$ cat src/rtl/rr_fifo_arb_if.sv
// rtl/rr_fifo_arb_if.sv - producer/consumer handshake bundle for rr_fifo_arb
interface rr_fifo_arb_if #(
  parameter int N_REQ = 4,
  parameter int WIDTH = 8,
  parameter int DEPTH = 8
);
  localparam int SRC_W = $clog2(N_REQ);
  localparam int CNT_W = $clog2(DEPTH) + 1;

  logic                   i_flush;
  logic [N_REQ-1:0]       i_req_valid;
  logic [N_REQ*WIDTH-1:0] i_req_data;
  logic [N_REQ-1:0]       o_req_ready;
  logic                   o_valid;
  logic [WIDTH-1:0]       o_data;
  logic [SRC_W-1:0]       o_src;
  logic                   i_ready;
  logic [CNT_W-1:0]       o_count;
  logic                   o_full;
  logic                   o_empty;

  modport master (
    output i_flush, i_req_valid, i_req_data, i_ready,
    input  o_req_ready, o_valid, o_data, o_src, o_count, o_full, o_empty
  );

  modport slave (
    input  i_flush, i_req_valid, i_req_data, i_ready,
    output o_req_ready, o_valid, o_data, o_src, o_count, o_full, o_empty
  );
endinterface

$ cat src/rtl/rr_fifo_arb.sv
// rtl/rr_fifo_arb.sv - round-robin arbitrated shared FIFO, N_REQ producers to one consumer
module rr_fifo_arb #(
  parameter int N_REQ = 4,
  parameter int WIDTH = 8,
  parameter int DEPTH = 8
) (
  input logic           i_clk,
  input logic           i_arstn,
  rr_fifo_arb_if.slave  bus
);
  localparam int MIN_DEPTH = 2;
  localparam int MAX_DEPTH = 64;
  localparam int SRC_W     = $clog2(N_REQ);
  localparam int CNT_W     = $clog2(DEPTH) + 1;
  localparam int AW        = $clog2(DEPTH);

  localparam bit PARAMCHECK_ALLGOOD =
    (N_REQ >= 2) && (N_REQ <= 16) &&
    (WIDTH >= 1) && (WIDTH <= 64) &&
    (DEPTH >= MIN_DEPTH) && (DEPTH <= MAX_DEPTH) &&
    ((DEPTH & (DEPTH - 1)) == 0);

  if (!PARAMCHECK_ALLGOOD) begin : g_param_error
    $error("rr_fifo_arb: illegal parameter combination");
    $info("rr_fifo_arb: N_REQ=%0d WIDTH=%0d DEPTH=%0d", N_REQ, WIDTH, DEPTH);
  end

  logic [AW-1:0]    rd_ptr;
  logic [AW-1:0]    wr_ptr;
  logic [CNT_W-1:0] count;
  logic [SRC_W-1:0] rr;

  logic [WIDTH-1:0] mem_data [DEPTH];
  logic [SRC_W-1:0] mem_src  [DEPTH];

  logic             grant_any;
  logic [SRC_W-1:0] grant;
  logic [WIDTH-1:0] grant_data;
  logic             full;
  logic             empty;
  logic             pop;
  logic             push;

  // Round-robin pick: scan rr..N_REQ-1 first, then wrap to 0..rr-1.
  always_comb begin
    grant_any  = 1'b0;
    grant      = '0;
    grant_data = '0;
    for (int j = 0; j < N_REQ; j++) begin
      if (!grant_any && bus.i_req_valid[j] && (j >= int'(rr))) begin
        grant_any  = 1'b1;
        grant      = SRC_W'(j);
        grant_data = bus.i_req_data[j*WIDTH +: WIDTH];
      end
    end
    for (int j = 0; j < N_REQ; j++) begin
      if (!grant_any && bus.i_req_valid[j] && (j < int'(rr))) begin
        grant_any  = 1'b1;
        grant      = SRC_W'(j);
        grant_data = bus.i_req_data[j*WIDTH +: WIDTH];
      end
    end
  end

  // A pop in the same cycle frees the slot a full FIFO needs for the push.
  assign full  = (count == CNT_W'(DEPTH));
  assign empty = (count == '0);
  assign pop   = !empty && bus.i_ready;
  assign push  = grant_any && (!full || pop) && !bus.i_flush;

  assign bus.o_req_ready = push ? (N_REQ'(1) << grant) : '0;
  assign bus.o_valid     = !empty;
  assign bus.o_full      = full;
  assign bus.o_empty     = empty;
  assign bus.o_count     = count;
  // Storage is not reset, so the head is gated to keep outputs at zero when empty.
  assign bus.o_data      = empty ? '0 : mem_data[rd_ptr];
  assign bus.o_src       = empty ? '0 : mem_src[rd_ptr];

  // Pointers, occupancy and round-robin pointer; flush clears all but rr.
  always_ff @(posedge i_clk or negedge i_arstn) begin
    if (!i_arstn) begin
      rd_ptr <= '0;
      wr_ptr <= '0;
      count  <= '0;
      rr     <= '0;
    end else begin
      if (push) begin
        rr <= (grant == SRC_W'(N_REQ - 1)) ? '0 : grant + SRC_W'(1);
      end
      if (bus.i_flush) begin
        rd_ptr <= '0;
        wr_ptr <= '0;
        count  <= '0;
      end else begin
        if (push) wr_ptr <= wr_ptr + AW'(1);
        if (pop)  rd_ptr <= rd_ptr + AW'(1);
        if (push && !pop)      count <= count + CNT_W'(1);
        else if (pop && !push) count <= count - CNT_W'(1);
      end
    end
  end

  // Entry storage written with the winning word and its source index.
  always_ff @(posedge i_clk) begin
    if (push) begin
      mem_data[wr_ptr] <= grant_data;
      mem_src[wr_ptr]  <= grant;
    end
  end
endmodule

$ cat src/flat_wrapper.sv
// flat-port wrapper written by rule: the top's interface ports become plain ports
module rr_fifo_arb_flat 
#(
  parameter int N_REQ = 4,
  parameter int WIDTH = 8,
  parameter int DEPTH = 8
)
  (i_clk, i_arstn, bus_i_flush, bus_i_req_valid, bus_i_req_data, bus_i_ready, bus_o_req_ready, bus_o_valid, bus_o_data, bus_o_src, bus_o_count, bus_o_full, bus_o_empty);
  rr_fifo_arb_if #(.N_REQ(N_REQ), .WIDTH(WIDTH), .DEPTH(DEPTH)) bus_i ();
  input logic i_clk;
  input logic i_arstn;
  input wire logic [$bits(bus_i.i_flush)-1:0] bus_i_flush;
  input wire logic [$bits(bus_i.i_req_valid)-1:0] bus_i_req_valid;
  input wire logic [$bits(bus_i.i_req_data)-1:0] bus_i_req_data;
  input wire logic [$bits(bus_i.i_ready)-1:0] bus_i_ready;
  output wire logic [$bits(bus_i.o_req_ready)-1:0] bus_o_req_ready;
  output wire logic [$bits(bus_i.o_valid)-1:0] bus_o_valid;
  output wire logic [$bits(bus_i.o_data)-1:0] bus_o_data;
  output wire logic [$bits(bus_i.o_src)-1:0] bus_o_src;
  output wire logic [$bits(bus_i.o_count)-1:0] bus_o_count;
  output wire logic [$bits(bus_i.o_full)-1:0] bus_o_full;
  output wire logic [$bits(bus_i.o_empty)-1:0] bus_o_empty;
  assign bus_i.i_flush = bus_i_flush;
  assign bus_i.i_req_valid = bus_i_req_valid;
  assign bus_i.i_req_data = bus_i_req_data;
  assign bus_i.i_ready = bus_i_ready;
  assign bus_o_req_ready = bus_i.o_req_ready;
  assign bus_o_valid = bus_i.o_valid;
  assign bus_o_data = bus_i.o_data;
  assign bus_o_src = bus_i.o_src;
  assign bus_o_count = bus_i.o_count;
  assign bus_o_full = bus_i.o_full;
  assign bus_o_empty = bus_i.o_empty;
  rr_fifo_arb #(.N_REQ(N_REQ), .WIDTH(WIDTH), .DEPTH(DEPTH)) u_core (.i_clk(i_clk), .i_arstn(i_arstn), .bus(bus_i));
endmodule
$ cat config.mk
export PLATFORM = sky130hd
export DESIGN_NAME = rr_fifo_arb_flat
export DESIGN_NICKNAME = d
export VERILOG_FILES = /design/src/rtl/rr_fifo_arb_if.sv /design/src/rtl/rr_fifo_arb.sv /design/src/flat_wrapper.sv
export SDC_FILE = /design/constraint.sdc
export NUM_CORES = 1
export LEC_CHECK = 0
export ABC_AREA = 1
export CAP_MARGIN = 20
export CORE_MARGIN = 8
export CORE_UTILIZATION = 50
export CTS_CLUSTER_SIZE = 25
export DETAILED_ROUTE_END_ITERATION = 7
export PLACE_DENSITY = 0.72
export SLEW_MARGIN = 10
export SYNTH_ARGS = -nofsm -noshare
export SYNTH_HDL_FRONTEND = slang
export SYNTH_SLANG_ARGS = --single-unit
$ cat constraint.sdc
create_clock -name i_clk -period 5 [get_ports i_clk]
set_input_delay 0.5 -clock i_clk [delete_from_list [all_inputs] [get_ports i_clk]]
set_output_delay 0.5 -clock i_clk [all_outputs]
set_load 0.01 [all_outputs]
==> impl_metrics.env, run 1 <==
export IMPL_synthesis_area_mm2=0.004514
export IMPL_synth_seq_cells=92
export IMPL_ir_worst_vdd_uv=228.7
export IMPL_totalWireLength_um=10330
export IMPL_skew_ps=6.531
export IMPL_syn_area_per_cell_um2=10.17
export IMPL_fmax_ghz=0.2683
export IMPL_ant_nets=0
export IMPL_cp_max_fo=11
export IMPL_min_period_ps=3727
export IMPL_grt_max_degree=43
export IMPL_grt_pass1_vias=3509
export IMPL_placed_cells=596
export IMPL_die_w_um=111.0
export IMPL_clk_path_buf_depth=2
export IMPL_setup_violations=0
export IMPL_vias_per_cell=5.611
export IMPL_antennaDiodeCount=0
export IMPL_worst_hold_path_type="input port to asynchronous set/reset pin"
export IMPL_end_kind="primary output"
export IMPL_start_kind="input port"
export IMPL_critPathRequiredTime_ps=4500
export IMPL_rsz0062_at_grt="no"
export IMPL_ctsHoldBuffers=0
export IMPL_final_util_pct=61.88
export IMPL_yosysWarnings=0
export IMPL_layout_common_cells="nor2_1 (82), edfxtp_1 (80), clkdlybuf4s50_1 (60), o21ai_0 (55), nand2_1 (46)"
export IMPL_antenna_found_initial=0
export IMPL_grt_usage_pct=16.65
export IMPL_p_leak_nw=2.013
export IMPL_drc=0
export IMPL_p_total_mw=2.674
export IMPL_final_nets=549
export IMPL_setup_ws_ps=1273
export IMPL_clock_latency_ps=350
export IMPL_grt_pass1_wl_um=16990
export IMPL_finalCritPeriodShare_pct=74.54
export IMPL_synth_top_cell_by_area="edfxtp_1"
export IMPL_hold_violations=0
export IMPL_p_per_area_mw_per_mm2=495.5
export IMPL_place_area_mm2=0.005194
export IMPL_layout_commonest_cell="nor2_1"
export IMPL_cap_violations=0
export IMPL_r2r_setup_slack_ps=2200
export IMPL_path_clk_slew_ps=90
export IMPL_syn_to_final_growth_pct=19.54
export IMPL_slew_violations=0
export IMPL_first_iter_violations=295
export IMPL_htreeDepth=3
export IMPL_synth_top_area_share_pct=53.22
export IMPL_via_count=3434
export IMPL_tns_ps=0
export IMPL_io_pins=61
export IMPL_ys_types=30
export IMPL_dp_worst_setup_slack_ps=1314
export IMPL_cts_resized=0
export IMPL_synth_nets=493
export IMPL_r2r_cells=8
export IMPL_first_pass_iters=5
export IMPL_fin_area_mm2=0.005396
export IMPL_netlist_instances=444
export IMPL_cts_setup_buffers=0
export IMPL_coreArea_mm2=0.008721
export IMPL_cts_made_buffers=9
export IMPL_hold_ws_ps=517.8
export IMPL_crit_arrival_ps=3230
export IMPL_wl_per_cell_um=16.88
export IMPL_rows=34
export IMPL_final_layout_size_suffix_gt1_share_pct=8.929
export IMPL_outcome="finished, final reports clean"
export IMPL_worstMarginPinSlew_ps=1095
export IMPL_criticalPathCategory="input port to primary output"
export IMPL_start_util_pct=51.76
export IMPL_die_area_mm2=0.01233
export IMPL_slew_headroom_pct=26.74
export IMPL_cts_sink_count=92
export IMPL_reg2reg_to="u_core.mem_data[3][2]"
export IMPL_gp_congestion=0.9304
export IMPL_numPortBuffers=60
export IMPL_r2r_start="u_core.bus.o_count[0]"
export IMPL_netlist_top_cells_area="edfxtp_1 (53%), nor2_1 (6.8%), dfrtp_1 (6.7%)"
export IMPL_clockRootBuffer="clkbuf_8"
export IMPL_fp_dieH_um=111.0
export IMPL_ys_seq_area_share_pct=59.87
export IMPL_overflow=0
export IMPL_cts_tree="built"
export IMPL_hpwl_um=7127
export IMPL_final_cells=612
-- critical path: stages --
cell,delay [ps]
clkdlybuf4s50_1,630
nand2_2,220
nand2_2,110
nor4_4,440
nand2_1,90
nand3_1,320
ha_1,240
inv_1,40
nor2_1,90
clkdlybuf4s50_1,540
-- final cells by class --
class                   instances  area (um2)
flip-flops and latches         92        2703
fillers                       690        3324
well taps                     108       135.1
repair buffers                 63       623.1
multi-input cells             295        1594
clock inverters                 6       71.32
clock buffers                   9       123.9
inverters                      39       146.4
-- metal layers --
layer | track usage [%] | vias up | wire (um)
met5 | 0 | - | 0
met4 | 7.111 | 0 | 176
met3 | 3.626 | 18 | 542
met2 | 27.78 | 114 | 4975
met1 | 20.26 | 1636 | 4636
li1 | - | 1666 | -
-- report_power, final --
| group | internal (mW) | total (mW) | switching, mW |
|---|---|---|---|
| combinational | 0.418 | 1.08 | 0.662 |
| clock | 0.234 | 0.495 | 0.262 |
| sequential | 1.04 | 1.10 | 0.0615 |
-- flip-flops by register name, indices dropped and copies added (netlist names) --
signal	count
u_core.bus.o_count	4
u_core.mem_data	64
u_core.mem_src	16
u_core.rd_ptr	3
u_core.rr	2
u_core.wr_ptr	3
-- kinds of logic after synthesis --
group	count (synthesis)	synth area share [%]
AO/OA/AOI/OAI	100	12.42
XOR/XNOR	2	0.3881
adder cells (fa/ha/maj)	9	2.661
buffers and inverters	57	4.823
flip-flops	92	59.87
AND/OR/NAND/NOR	184	19.84
-- cell usage after synthesis (all sizes together) --
| cell | instances |
|---|---|
| ha | 8 |
| fa | 1 |
| a31oi | 10 |
| clkbuf | 15 |
| o211a | 3 |
| xor2 | 2 |
| o21ai | 62 |
| nand4 | 3 |
| edfxtp | 80 |
| nor4 | 2 |
| o31ai | 1 |
| buf | 3 |
| a21oi | 9 |
| nand3 | 37 |
| o2111ai | 4 |
| inv | 39 |
| o21a | 1 |
| nand2 | 56 |
| nor2 | 86 |
| o22ai | 10 |
| dfrtp | 12 |
-- worst max path at each step --
stage	slack [ps]	start	cells after the start	end
after floorplan	2660	bus_i_req_valid[0]	9	bus_o_req_ready[3]
after global placement	1410	bus_i_req_valid[2]	10	bus_o_req_ready[3]
after detailed placement	1310	bus_i_req_valid[2]	10	bus_o_req_ready[3]
after CTS	1300	bus_i_req_valid[2]	10	bus_o_req_ready[3]
after global routing	1050	bus_i_req_valid[2]	10	bus_o_req_ready[3]
final	1270	bus_i_req_valid[2]	10	bus_o_req_ready[3]
Note: power is estimated with default switching activity, not from simulation.
==> run 2: changes to the inputs <==
- PLACE_DENSITY: 0.72 -> 0.75
- clock period: 5 -> 3.14 ns (I/O delays scaled with it)
==> run 2 against run 1 <==
  * Global-route usage grew 0.18 points
  * Flip-flop and latch count unchanged
  * Design area is 2.8% higher
  * Non-clock buffer count grew 14
  * Via count rose by 2.2%
  * Clock power is 88% higher
==> impl_metrics.env, run 2 (synthesis results as in run 1) <==
export IMPL_outcome="finished, final reports clean"
export IMPL_fp_dieH_um=111.0
export IMPL_clock_latency_ps=360
export IMPL_critPathLaunch="bus_i_req_valid[0]"
export IMPL_slew_headroom_pct=54.24
export IMPL_grt_usage_pct=16.83
export IMPL_tns_ps=0
export IMPL_die_w_um=111.0
export IMPL_clockRootBuffer="clkbuf_8"
export IMPL_syn_to_final_growth_pct=22.84
export IMPL_wl_per_cell_um=16.48
export IMPL_finalCritPeriodShare_pct=92.95
export IMPL_final_nets=563
export IMPL_rsz0062_at_grt="no"
export IMPL_final_layout_size_suffix_gt1_share_pct=11.37
export IMPL_criticalPathCategory="input port to primary output"
export IMPL_top_register="u_core.mem_data"
export IMPL_skew_ps=7.552
export IMPL_start_util_pct=51.76
export IMPL_path_clk_slew_ps=80
export IMPL_p_total_mw=4.455
export IMPL_start_kind="input port"
export IMPL_ir_worst_vdd_uv=297.7
export IMPL_fill_cells=673
export IMPL_first_pass_iters=5
export IMPL_setup_violations=0
export IMPL_layout_commonest_cell="nor2_1"
export IMPL_reg2reg_to="u_core.bus.o_count[3]"
export IMPL_hpwl_um=7066
export IMPL_largest_register_ffs=64
export IMPL_grt_pass1_vias=3474
export IMPL_min_period_ps=2919
export IMPL_crit_end="bus_o_req_ready[3]"
export IMPL_antennaDiodeCount=0
export IMPL_critPathRequiredTime_ps=2830
export IMPL_ant_nets=0
export IMPL_slew_violations=0
export IMPL_cap_violations=0
export IMPL_totalWireLength_um=10330
export IMPL_r2r_cells=15
export IMPL_rows=34
export IMPL_cts_resized=0
export IMPL_p_leak_nw=2.115
export IMPL_p_per_area_mw_per_mm2=803.4
export IMPL_cp_max_fo=18
export IMPL_cts_setup_buffers=0
export IMPL_grt_max_degree=43
export IMPL_first_iter_violations=376
export IMPL_overflow=0
export IMPL_cts_made_buffers=9
export IMPL_hold_violations=0
export IMPL_fmax_ghz=0.3426
export IMPL_io_pins=61
export IMPL_gp_congestion=0.8515
export IMPL_die_area_mm2=0.01233
export IMPL_crit_arrival_ps=2600
export IMPL_hold_ws_ps=312.8
export IMPL_grt_pass1_wl_um=17020
export IMPL_layout_common_cells="nor2_1 (82), edfxtp_1 (80), clkdlybuf4s50_1 (60), o21ai_0 (55), nand2_1 (46)"
export IMPL_vias_per_cell=5.598
export IMPL_numPortBuffers=60
export IMPL_end_kind="primary output"
export IMPL_r2r_start="u_core.rr[1]"
export IMPL_seq_area_mm2=0.002703
export IMPL_htreeDepth=3
export IMPL_cts_sink_count=92
export IMPL_multi_input_area_mm2=0.001594
export IMPL_worst_hold_path_type="input port to asynchronous set/reset pin"
export IMPL_ctsHoldBuffers=0
export IMPL_cts_tree="built"
export IMPL_drc=0
export IMPL_clk_path_buf_depth=2
export IMPL_coreArea_mm2=0.008721
export IMPL_r2r_setup_slack_ps=800
export IMPL_worstMarginPinSlew_ps=685.7
export IMPL_antenna_found_initial=0
export IMPL_via_count=3510
-- run 2: cell count changes in the layout (fill, tap and decap cells not counted) --
| cell | previous run | this run |
|---|---|---|
| buf_4 | 3 | 17 |
| bufinv_16 | 1 | 3 |
| inv_6 | 3 | 0 |
| clkbuf_1 | 0 | 1 |
| clkinv_2 | 0 | 2 |
| inv_8 | 0 | 1 |
| clkinvlp_4 | 2 | 0 |
-- run 2: layout make-up --
| cell class | count | share of cell area (%) |
|---|---|---|
| Inverter | 39 | 2.640 |
| Tap cell | 108 | 2.437 |
| Multi-Input combinational cell | 295 | 28.75 |
| Sequential cell | 92 | 48.74 |
| Clock inverter | 6 | 2.008 |
| Timing Repair Buffer | 77 | 13.13 |
| Clock buffer | 10 | 2.301 |
-- run 2: metal layers --
| metal | GRT usage (%) | up-vias | routed length (um) |
|---|---|---|---|
| li1 | - | 1699 | - |
| met1 | 20.72 | 1645 | 4413 |
| met2 | 27.27 | 139 | 4986 |
| met3 | 3.193 | 27 | 681 |
| met4 | 9.156 | 0 | 250 |
| met5 | 0 | - | 0 |
-- run 2: through the flow --
stage,utilization [%],area [um2],cells,setup WS [ps]
after detailed placement,60.85,5306,611,217.1
after global routing,63.59,5545,627,59.22
after CTS,63.59,5545,627,215.4
final,63.59,5545,627,221.2
after global placement,60.85,5306,611,267.0
after floorplan,-,4514,444,992.2
-- run 2: worst max-delay path: stages --
cell,delay [ps]
clkdlybuf4s50_1,540
nand2_4,240
nand2_4,100
nor2_2,290
inv_1,70
nand3_1,170
ha_1,200
inv_1,40
nor2_1,90
clkdlybuf4s50_1,540
-- run 2: power breakdown --
part / internal [mW] / total [mW] / switching [mW]
combinational: 0.709 / 1.80 / 1.09
sequential: 1.65 / 1.73 / 0.0815
clock: 0.532 / 0.931 / 0.399
total: 2.89 / 4.46 / 1.57
-- run 2: how the worst min path moves through the flow --
| stage | end | slack, ps | depth (start not counted) |
|---|---|---|---|
| after floorplan | u_core.bus.o_count[0] | 20 | 0 |
| after global placement | u_core.rr[0] | 540 | 2 |
| after detailed placement | u_core.rr[0] | 540 | 2 |
| after CTS | u_core.rr[0] | 320 | 1 |
| after global routing | u_core.rr[0] | 360 | 1 |
| final | u_core.rr[0] | 310 | 1 |
